**src/rtl/morse_seq_buffer_if.sv**
```systemverilog
// Button/status bundle between the board-side driver and the Morse entry buffer.
//   dot/dash/enter/clear/back_btn : raw, unsynchronised buttons (driver -> buffer)
//   seq_out/len_out               : flattened committed slot patterns and symbol counts
//   char_pos_out                  : number of committed slots
//   cur_seq/cur_len               : in-progress character
//   commit_stb                    : one-cycle pulse when a slot is written
//   full/sym_ovf                  : slot store full / sticky symbol-dropped flag
interface morse_seq_buffer_if #(
  parameter int unsigned SYM_MAX    = 5,
  parameter int unsigned CHAR_SLOTS = 8
);
  localparam int unsigned CNT_W = $clog2(SYM_MAX + 1);
  localparam int unsigned POS_W = $clog2(CHAR_SLOTS + 1);

  logic                          dot_btn;
  logic                          dash_btn;
  logic                          enter_btn;
  logic                          clear_btn;
  logic                          back_btn;
  logic [CHAR_SLOTS*SYM_MAX-1:0] seq_out;
  logic [CHAR_SLOTS*CNT_W-1:0]   len_out;
  logic [POS_W-1:0]              char_pos_out;
  logic [SYM_MAX-1:0]            cur_seq;
  logic [CNT_W-1:0]              cur_len;
  logic                          commit_stb;
  logic                          full;
  logic                          sym_ovf;

  modport slave (
    input  dot_btn, dash_btn, enter_btn, clear_btn, back_btn,
    output seq_out, len_out, char_pos_out, cur_seq, cur_len, commit_stb, full, sym_ovf
  );

  modport master (
    output dot_btn, dash_btn, enter_btn, clear_btn, back_btn,
    input  seq_out, len_out, char_pos_out, cur_seq, cur_len, commit_stb, full, sym_ovf
  );
endinterface

```
**src/rtl/morse_seq_buffer.sv**
```systemverilog
// Morse entry buffer: conditions raw dot/dash/enter/clear/back buttons (2-flop sync +
// debounce + rising-edge detect) and assembles per-character symbol patterns
// (dot=0, dash=1, LSB = first symbol), committing them into CHAR_SLOTS slots.
//   clk, rst : clock, asynchronous active-high reset
//   bus      : morse_seq_buffer_if slave side (raw buttons in, buffer state out)
module morse_seq_buffer #(
  parameter int unsigned SYM_MAX    = 5,
  parameter int unsigned CHAR_SLOTS = 8,
  parameter int unsigned DEB_CYC    = 16
) (
  input  logic                clk,
  input  logic                rst,
  morse_seq_buffer_if.slave   bus
);
  localparam int unsigned CNT_W = $clog2(SYM_MAX + 1);
  localparam int unsigned POS_W = $clog2(CHAR_SLOTS + 1);
  localparam int unsigned DEB_W = $clog2(DEB_CYC + 1);
  localparam int unsigned NBTN  = 5;
  localparam int unsigned B_DOT   = 0;
  localparam int unsigned B_DASH  = 1;
  localparam int unsigned B_ENTER = 2;
  localparam int unsigned B_CLEAR = 3;
  localparam int unsigned B_BACK  = 4;

  logic [NBTN-1:0]  raw_c;
  logic [NBTN-1:0]  sync1_q, sync2_q, lvl_q, prev_q;
  logic [DEB_W-1:0] deb_cnt_q [NBTN];
  logic [NBTN-1:0]  evt_c;

  assign raw_c = {bus.back_btn, bus.clear_btn, bus.enter_btn, bus.dash_btn, bus.dot_btn};

  // Synchroniser + debouncer: accepted level follows the synced value only after
  // DEB_CYC consecutive cycles of disagreement.
  always_ff @(posedge clk or posedge rst) begin
    if (rst) begin
      sync1_q <= '0;
      sync2_q <= '0;
      lvl_q   <= '0;
      prev_q  <= '0;
      for (int unsigned i = 0; i < NBTN; i++) deb_cnt_q[i] <= '0;
    end else begin
      sync1_q <= raw_c;
      sync2_q <= sync1_q;
      prev_q  <= lvl_q;
      for (int unsigned i = 0; i < NBTN; i++) begin
        if (sync2_q[i] != lvl_q[i]) begin
          if (deb_cnt_q[i] == DEB_W'(DEB_CYC - 1)) begin
            lvl_q[i]     <= sync2_q[i];
            deb_cnt_q[i] <= '0;
          end else begin
            deb_cnt_q[i] <= deb_cnt_q[i] + DEB_W'(1);
          end
        end else begin
          deb_cnt_q[i] <= '0;
        end
      end
    end
  end

  // One-cycle event on each rising edge of the accepted level.
  assign evt_c = lvl_q & ~prev_q;

  logic [SYM_MAX-1:0] slot_seq_q [CHAR_SLOTS];
  logic [SYM_MAX-1:0] slot_seq_d [CHAR_SLOTS];
  logic [CNT_W-1:0]   slot_len_q [CHAR_SLOTS];
  logic [CNT_W-1:0]   slot_len_d [CHAR_SLOTS];
  logic [POS_W-1:0]   pos_q, pos_d;
  logic [SYM_MAX-1:0] cur_seq_q, cur_seq_d;
  logic [CNT_W-1:0]   cur_len_q, cur_len_d;
  logic               ovf_q, ovf_d;
  logic               stb_q, stb_d;
  logic               full_c;

  assign full_c = (pos_q == POS_W'(CHAR_SLOTS));

  // Event handling, priority clear > back > enter > dot > dash.
  always_comb begin
    slot_seq_d = slot_seq_q;
    slot_len_d = slot_len_q;
    pos_d      = pos_q;
    cur_seq_d  = cur_seq_q;
    cur_len_d  = cur_len_q;
    ovf_d      = ovf_q;
    stb_d      = 1'b0;

    if (evt_c[B_CLEAR]) begin
      for (int unsigned k = 0; k < CHAR_SLOTS; k++) begin
        slot_seq_d[k] = '0;
        slot_len_d[k] = '0;
      end
      pos_d     = '0;
      cur_seq_d = '0;
      cur_len_d = '0;
      ovf_d     = 1'b0;
    end else if (evt_c[B_BACK]) begin
      ovf_d = 1'b0;
      if (cur_len_q != '0) begin
        // Clear the most recent symbol so unused bits stay zero.
        for (int unsigned b = 0; b < SYM_MAX; b++) begin
          if (CNT_W'(b) == cur_len_q - CNT_W'(1)) cur_seq_d[b] = 1'b0;
        end
        cur_len_d = cur_len_q - CNT_W'(1);
      end else if (pos_q != '0) begin
        for (int unsigned k = 0; k < CHAR_SLOTS; k++) begin
          if (POS_W'(k) == pos_q - POS_W'(1)) begin
            slot_seq_d[k] = '0;
            slot_len_d[k] = '0;
          end
        end
        pos_d = pos_q - POS_W'(1);
      end
    end else if (evt_c[B_ENTER]) begin
      // A full store keeps the in-progress character untouched.
      if (cur_len_q != '0 && !full_c) begin
        for (int unsigned k = 0; k < CHAR_SLOTS; k++) begin
          if (POS_W'(k) == pos_q) begin
            slot_seq_d[k] = cur_seq_q;
            slot_len_d[k] = cur_len_q;
          end
        end
        pos_d     = pos_q + POS_W'(1);
        cur_seq_d = '0;
        cur_len_d = '0;
        stb_d     = 1'b1;
      end
    end else if (evt_c[B_DOT] || evt_c[B_DASH]) begin
      if (cur_len_q == CNT_W'(SYM_MAX)) begin
        ovf_d = 1'b1;
      end else begin
        for (int unsigned b = 0; b < SYM_MAX; b++) begin
          if (CNT_W'(b) == cur_len_q) cur_seq_d[b] = !evt_c[B_DOT];
        end
        cur_len_d = cur_len_q + CNT_W'(1);
      end
    end
  end

  // Buffer state registers.
  always_ff @(posedge clk or posedge rst) begin
    if (rst) begin
      for (int unsigned k = 0; k < CHAR_SLOTS; k++) begin
        slot_seq_q[k] <= '0;
        slot_len_q[k] <= '0;
      end
      pos_q     <= '0;
      cur_seq_q <= '0;
      cur_len_q <= '0;
      ovf_q     <= 1'b0;
      stb_q     <= 1'b0;
    end else begin
      slot_seq_q <= slot_seq_d;
      slot_len_q <= slot_len_d;
      pos_q      <= pos_d;
      cur_seq_q  <= cur_seq_d;
      cur_len_q  <= cur_len_d;
      ovf_q      <= ovf_d;
      stb_q      <= stb_d;
    end
  end

  logic [CHAR_SLOTS*SYM_MAX-1:0] seq_flat_c;
  logic [CHAR_SLOTS*CNT_W-1:0]   len_flat_c;

  // Flatten slot arrays onto the output buses.
  always_comb begin
    seq_flat_c = '0;
    len_flat_c = '0;
    for (int unsigned k = 0; k < CHAR_SLOTS; k++) begin
      seq_flat_c[k*SYM_MAX +: SYM_MAX] = slot_seq_q[k];
      len_flat_c[k*CNT_W +: CNT_W]     = slot_len_q[k];
    end
  end

  assign bus.seq_out      = seq_flat_c;
  assign bus.len_out      = len_flat_c;
  assign bus.char_pos_out = pos_q;
  assign bus.cur_seq      = cur_seq_q;
  assign bus.cur_len      = cur_len_q;
  assign bus.commit_stb   = stb_q;
  assign bus.full         = full_c;
  assign bus.sym_ovf      = ovf_q;
endmodule
```
**src/flat_wrapper.sv**
```systemverilog
// flat-port wrapper written by rule: the top's interface ports become plain ports
module morse_seq_buffer_flat 
#(
  parameter int unsigned SYM_MAX    = 5,
  parameter int unsigned CHAR_SLOTS = 8,
  parameter int unsigned DEB_CYC    = 16
)
  (clk, rst, bus_dot_btn, bus_dash_btn, bus_enter_btn, bus_clear_btn, bus_back_btn, bus_seq_out, bus_len_out, bus_char_pos_out, bus_cur_seq, bus_cur_len, bus_commit_stb, bus_full, bus_sym_ovf);
  morse_seq_buffer_if #(.SYM_MAX(SYM_MAX), .CHAR_SLOTS(CHAR_SLOTS)) bus_i ();
  input  logic clk;
  input  logic rst;
  input wire logic [$bits(bus_i.dot_btn)-1:0] bus_dot_btn;
  input wire logic [$bits(bus_i.dash_btn)-1:0] bus_dash_btn;
  input wire logic [$bits(bus_i.enter_btn)-1:0] bus_enter_btn;
  input wire logic [$bits(bus_i.clear_btn)-1:0] bus_clear_btn;
  input wire logic [$bits(bus_i.back_btn)-1:0] bus_back_btn;
  output wire logic [$bits(bus_i.seq_out)-1:0] bus_seq_out;
  output wire logic [$bits(bus_i.len_out)-1:0] bus_len_out;
  output wire logic [$bits(bus_i.char_pos_out)-1:0] bus_char_pos_out;
  output wire logic [$bits(bus_i.cur_seq)-1:0] bus_cur_seq;
  output wire logic [$bits(bus_i.cur_len)-1:0] bus_cur_len;
  output wire logic [$bits(bus_i.commit_stb)-1:0] bus_commit_stb;
  output wire logic [$bits(bus_i.full)-1:0] bus_full;
  output wire logic [$bits(bus_i.sym_ovf)-1:0] bus_sym_ovf;
  assign bus_i.dot_btn = bus_dot_btn;
  assign bus_i.dash_btn = bus_dash_btn;
  assign bus_i.enter_btn = bus_enter_btn;
  assign bus_i.clear_btn = bus_clear_btn;
  assign bus_i.back_btn = bus_back_btn;
  assign bus_seq_out = bus_i.seq_out;
  assign bus_len_out = bus_i.len_out;
  assign bus_char_pos_out = bus_i.char_pos_out;
  assign bus_cur_seq = bus_i.cur_seq;
  assign bus_cur_len = bus_i.cur_len;
  assign bus_commit_stb = bus_i.commit_stb;
  assign bus_full = bus_i.full;
  assign bus_sym_ovf = bus_i.sym_ovf;
  morse_seq_buffer #(.SYM_MAX(SYM_MAX), .CHAR_SLOTS(CHAR_SLOTS), .DEB_CYC(DEB_CYC)) u_core (.clk(clk), .rst(rst), .bus(bus_i));
endmodule
```
**config.mk**
```make
export PLATFORM = sky130hd
export DESIGN_NAME = morse_seq_buffer_flat
export DESIGN_NICKNAME = d
export VERILOG_FILES = /design/src/rtl/morse_seq_buffer_if.sv /design/src/rtl/morse_seq_buffer.sv /design/src/flat_wrapper.sv
export SDC_FILE = /design/constraint.sdc
export NUM_CORES = 1
export LEC_CHECK = 0
export ABC_AREA = 1
export BUFFER_PORTS_ARGS = -buffer_cell sky130_fd_sc_hd__buf_2
export CAP_MARGIN = 10
export CORE_MARGIN = 4
export CORE_UTILIZATION = 57
export CTS_CLUSTER_DIAMETER = 50
export DETAILED_ROUTE_END_ITERATION = 16
export PLACE_DENSITY_LB_ADDON = 0.05
export SLEW_MARGIN = 20
export SYNTH_ARGS = -nofsm -noshare
export SYNTH_HDL_FRONTEND = slang
export SYNTH_SLANG_ARGS = --single-unit
```
**constraint.sdc**
```tcl
create_clock -name clk -period 4.6 [get_ports clk]
set_input_delay 0.46 -clock clk [delete_from_list [all_inputs] [get_ports clk]]
set_output_delay 0.46 -clock clk [all_outputs]
set_load 0.02 [all_outputs]
```
==> out/qor.yml <==
status:
  status: "completed"
yosys:
  synth_ff_type: "dfrtp_1"
  synth_seq_cells: 123
  yosysSeqAreaShare_pct: 54.1
  post_synth_inst_count: 600
  yosysWarnings: 0
  avgSynthCellArea_sq_um: 9.48
  synthMuxAreaShare_pct: 0.594
  yosys.area_share.adder_pct: 3.74
  synth_compound_area_share_pct: 6.73
  synth-simple-area-share_pct: 28.5
  ys_types: 31
  synth_edf_count: 0
  synth_area_sq_um: 5690
  async_reset_ff_share_pct: 100
  synth_fp_nets: 624
  yosys.area_share.xor_xnor_pct: 2.00
  synth_top_family_by_area: "simple AND/OR/NAND/NOR gates"
worst_setup_path:
  critPathRequiredTime_ns: 4.14
  cp-start-kind: "register"
  r2r_setup_slack_ns: 2.42
  r2r_end: "u_core.bus.seq_out[22]"
  end_kind: "output port"
  reg2reg_from: "u_core.bus.char_pos_out[0]"
  reg2reg_depth: 9
  criticalPathCategory: "reg2out"
  startpoint: "u_core.bus.char_pos_out[0]"
  critPathMaxFanout: 8
  arrival_ns: 1.92
pwr:
  powerDensity_nw_per_um2: 363
  p_leak_uw: 0.00390
  peakVddDrop_uv: 239
  total_power_uw: 2470
min_path:
  min_delay_path_depth: 1
  hold_start: "bus_enter_btn"
  whs_endpoint: "u_core.sync1_q[2]"
  hold_path_class: "in2reg"
timing:
  setup-tns-final_ns: 0
  min_period_ns: 2.38
  slew_headroom_pct: 31.4
  hold_viol_final: 0
  tightest_slew_ns: 1.03
  fin_skew_ns: 0.00984
  whs_ns: 0.0476
  rsz0062_at_grt: "no"
  finalSetupViolCount: 0
  maxSlewViolCount: 0
  max_freq_mhz: 420
  fin_crit_sh_pct: 51.7
clock_network:
  cts_sinks: 123
  numCtsBuffers: 17
  post_cts_resized: 0
  root_buffer: "clkbuf_8"
  cts_tree: "built"
  clock_path_buffers: 2
  insertion_delay_ns: 0.51
  hold_buffers: 0
  cts_htree_levels: 4
  post_cts_buffers: 0
  clkTransAtPathRegs_ns: 0.06
route:
  wl_microns: 12200
  vias: 4376
  drt_pass1_iterations: 5
  ant_nets: 0
  viasPerCell: 5.18
  drt_iter0_markers: 251
  wl_per_cell_microns: 14.5
  post-route-drc-count: 0
floorplanning:
  start_util_pct: 58.5
  rows: 36
  ios: 86
  die_h_microns: 108
  die_w_microns: 108
  core_sq_um: 9730
  die_area_sq_um: 11600
global_routing:
  grt_util_all_layers_pct: 22.7
  antenna_found_initial: 0
  grt_max_degree: 85
  grt_remaining_overflow: 0
  grt_pass1_wl_microns: 20600
  grt_pass1_vias: 4291
place:
  gp_congestion: 0.878
  post_dp_cell_area_sq_um: 6250
  port_buffers: 85
  hpwl_microns: 8320
layout:
  nFillCells: 758
  design_area_sq_um: 6810
  final_common_cell: "nand2_1"
  area_growth_pct: 19.7
  diodes: 0
  final_cell_mix: "nand2_1, dfrtp_1, buf_2"
  drive_gt1_share_pct: 23.3
  fin_nets: 723
flow_run:
  drv_cap: 0
-- per-stage QoR --
stage          cells  utilization [%]  setup slack, ns
2_1_floorplan    600                -            0.869
3_3_place_gp     813             64.2             2.59
3_5_place_dp     813             64.2             2.47
4_1_cts          844             70.0             2.22
5_1_grt          844             70.0             2.07
6_report         844             70.0             2.22
-- synth_stat cells (2+ instances only) --
cell type / instances / share of area [%]
mux2_2: 3 / 0.59
o21ai_4: 7 / 2.0
buf_2: 2 / 0.18
nor2_8: 7 / 2.5
nand3_1: 75 / 6.6
o21ai_1: 13 / 1.1
nor2_1: 25 / 1.6
nor3_1: 6 / 0.53
o21ai_0: 21 / 1.8
nand2_4: 10 / 2.0
nand3_2: 3 / 0.53
buf_4: 3 / 0.40
a31oi_1: 4 / 0.44
nor2_2: 4 / 0.44
inv_1: 46 / 3.0
nand2_1: 182 / 12
and3_1: 5 / 0.55
xnor2_1: 3 / 0.46
ha_1: 17 / 3.7
a21oi_1: 13 / 1.1
nand2_2: 2 / 0.22
nand4_2: 2 / 0.44
dfrtp_1: 123 / 54
nor2_4: 2 / 0.40
inv_2: 7 / 0.46
xor2_1: 10 / 1.5
-- registers in the layout, summed over array words and instances (netlist names), 5 cells and up --
register and flops:
u_core.bus.cur_seq 5, u_core.bus.len_out 24, u_core.bus.seq_out 40, u_core.deb_cnt_q 25
u_core.lvl_q 5, u_core.prev_q 5, u_core.sync1_q 5, u_core.sync2_q 5
-- cell families (layout without fill, tap and decap cells) --
kind of cell | Yosys count | after routing
flip-flops | 123 | 123
AND/OR/NAND/NOR | 325 | 325
buffers and inverters | 60 | 171
adder cells (fa/ha/maj) | 17 | 17
AO/OA/AOI/OAI | 59 | 59
multiplexers | 3 | 3
XOR/XNOR | 13 | 13
-- where the power goes --
part | total, uW | switching [uW] | internal [uW]
sequential | 1120 | 13.9 | 1100
combinational | 103 | 76.0 | 27.4
clock | 1260 | 451 | 805
total | 2470 | 541 | 1930
-- worst max path at each step --
stage / to / slack, ns
after global routing: bus_full / 2.07
after CTS: bus_full / 2.22
after global placement: u_core.bus.len_out[1] / 2.59
after floorplan: u_core.bus.char_pos_out[0] / 0.87
final: bus_full / 2.22
after detailed placement: u_core.bus.seq_out[11] / 2.47
-- worst max-delay path, stage by stage, from the launching register on --
cell and delay [ns]:
dfrtp_1 0.44, inv_1 0.21, ha_1 0.37, nand3_2 0.16, inv_1 0.07, buf_2 0.15
-- final cells by class --
cell class / count / area (sq um) / area share (%)
clock inverters: 8 / 92.6 / 1.36
inverters: 54 / 210 / 3.09
repair buffers: 86 / 433 / 6.36
multi-input cells: 417 / 2360 / 34.7
well taps: 133 / 166 / 2.44
clock buffers: 23 / 467 / 6.85
flip-flops and latches: 123 / 3080 / 45.2
-- routing by layer --
| layer | vias to the layer above | part of all wire, % | global-route usage, % |
|---|---|---|---|
| li1 | 2140 | - | - |
| met2 | 127 | 48 | 35.7 |
| met1 | 2085 | 43 | 29.6 |
| met5 | - | 0 | 0 |
| met3 | 24 | 6.1 | 5.94 |
| met4 | 0 | 2.7 | 10.5 |
Power figures use the tool's default switching activity.
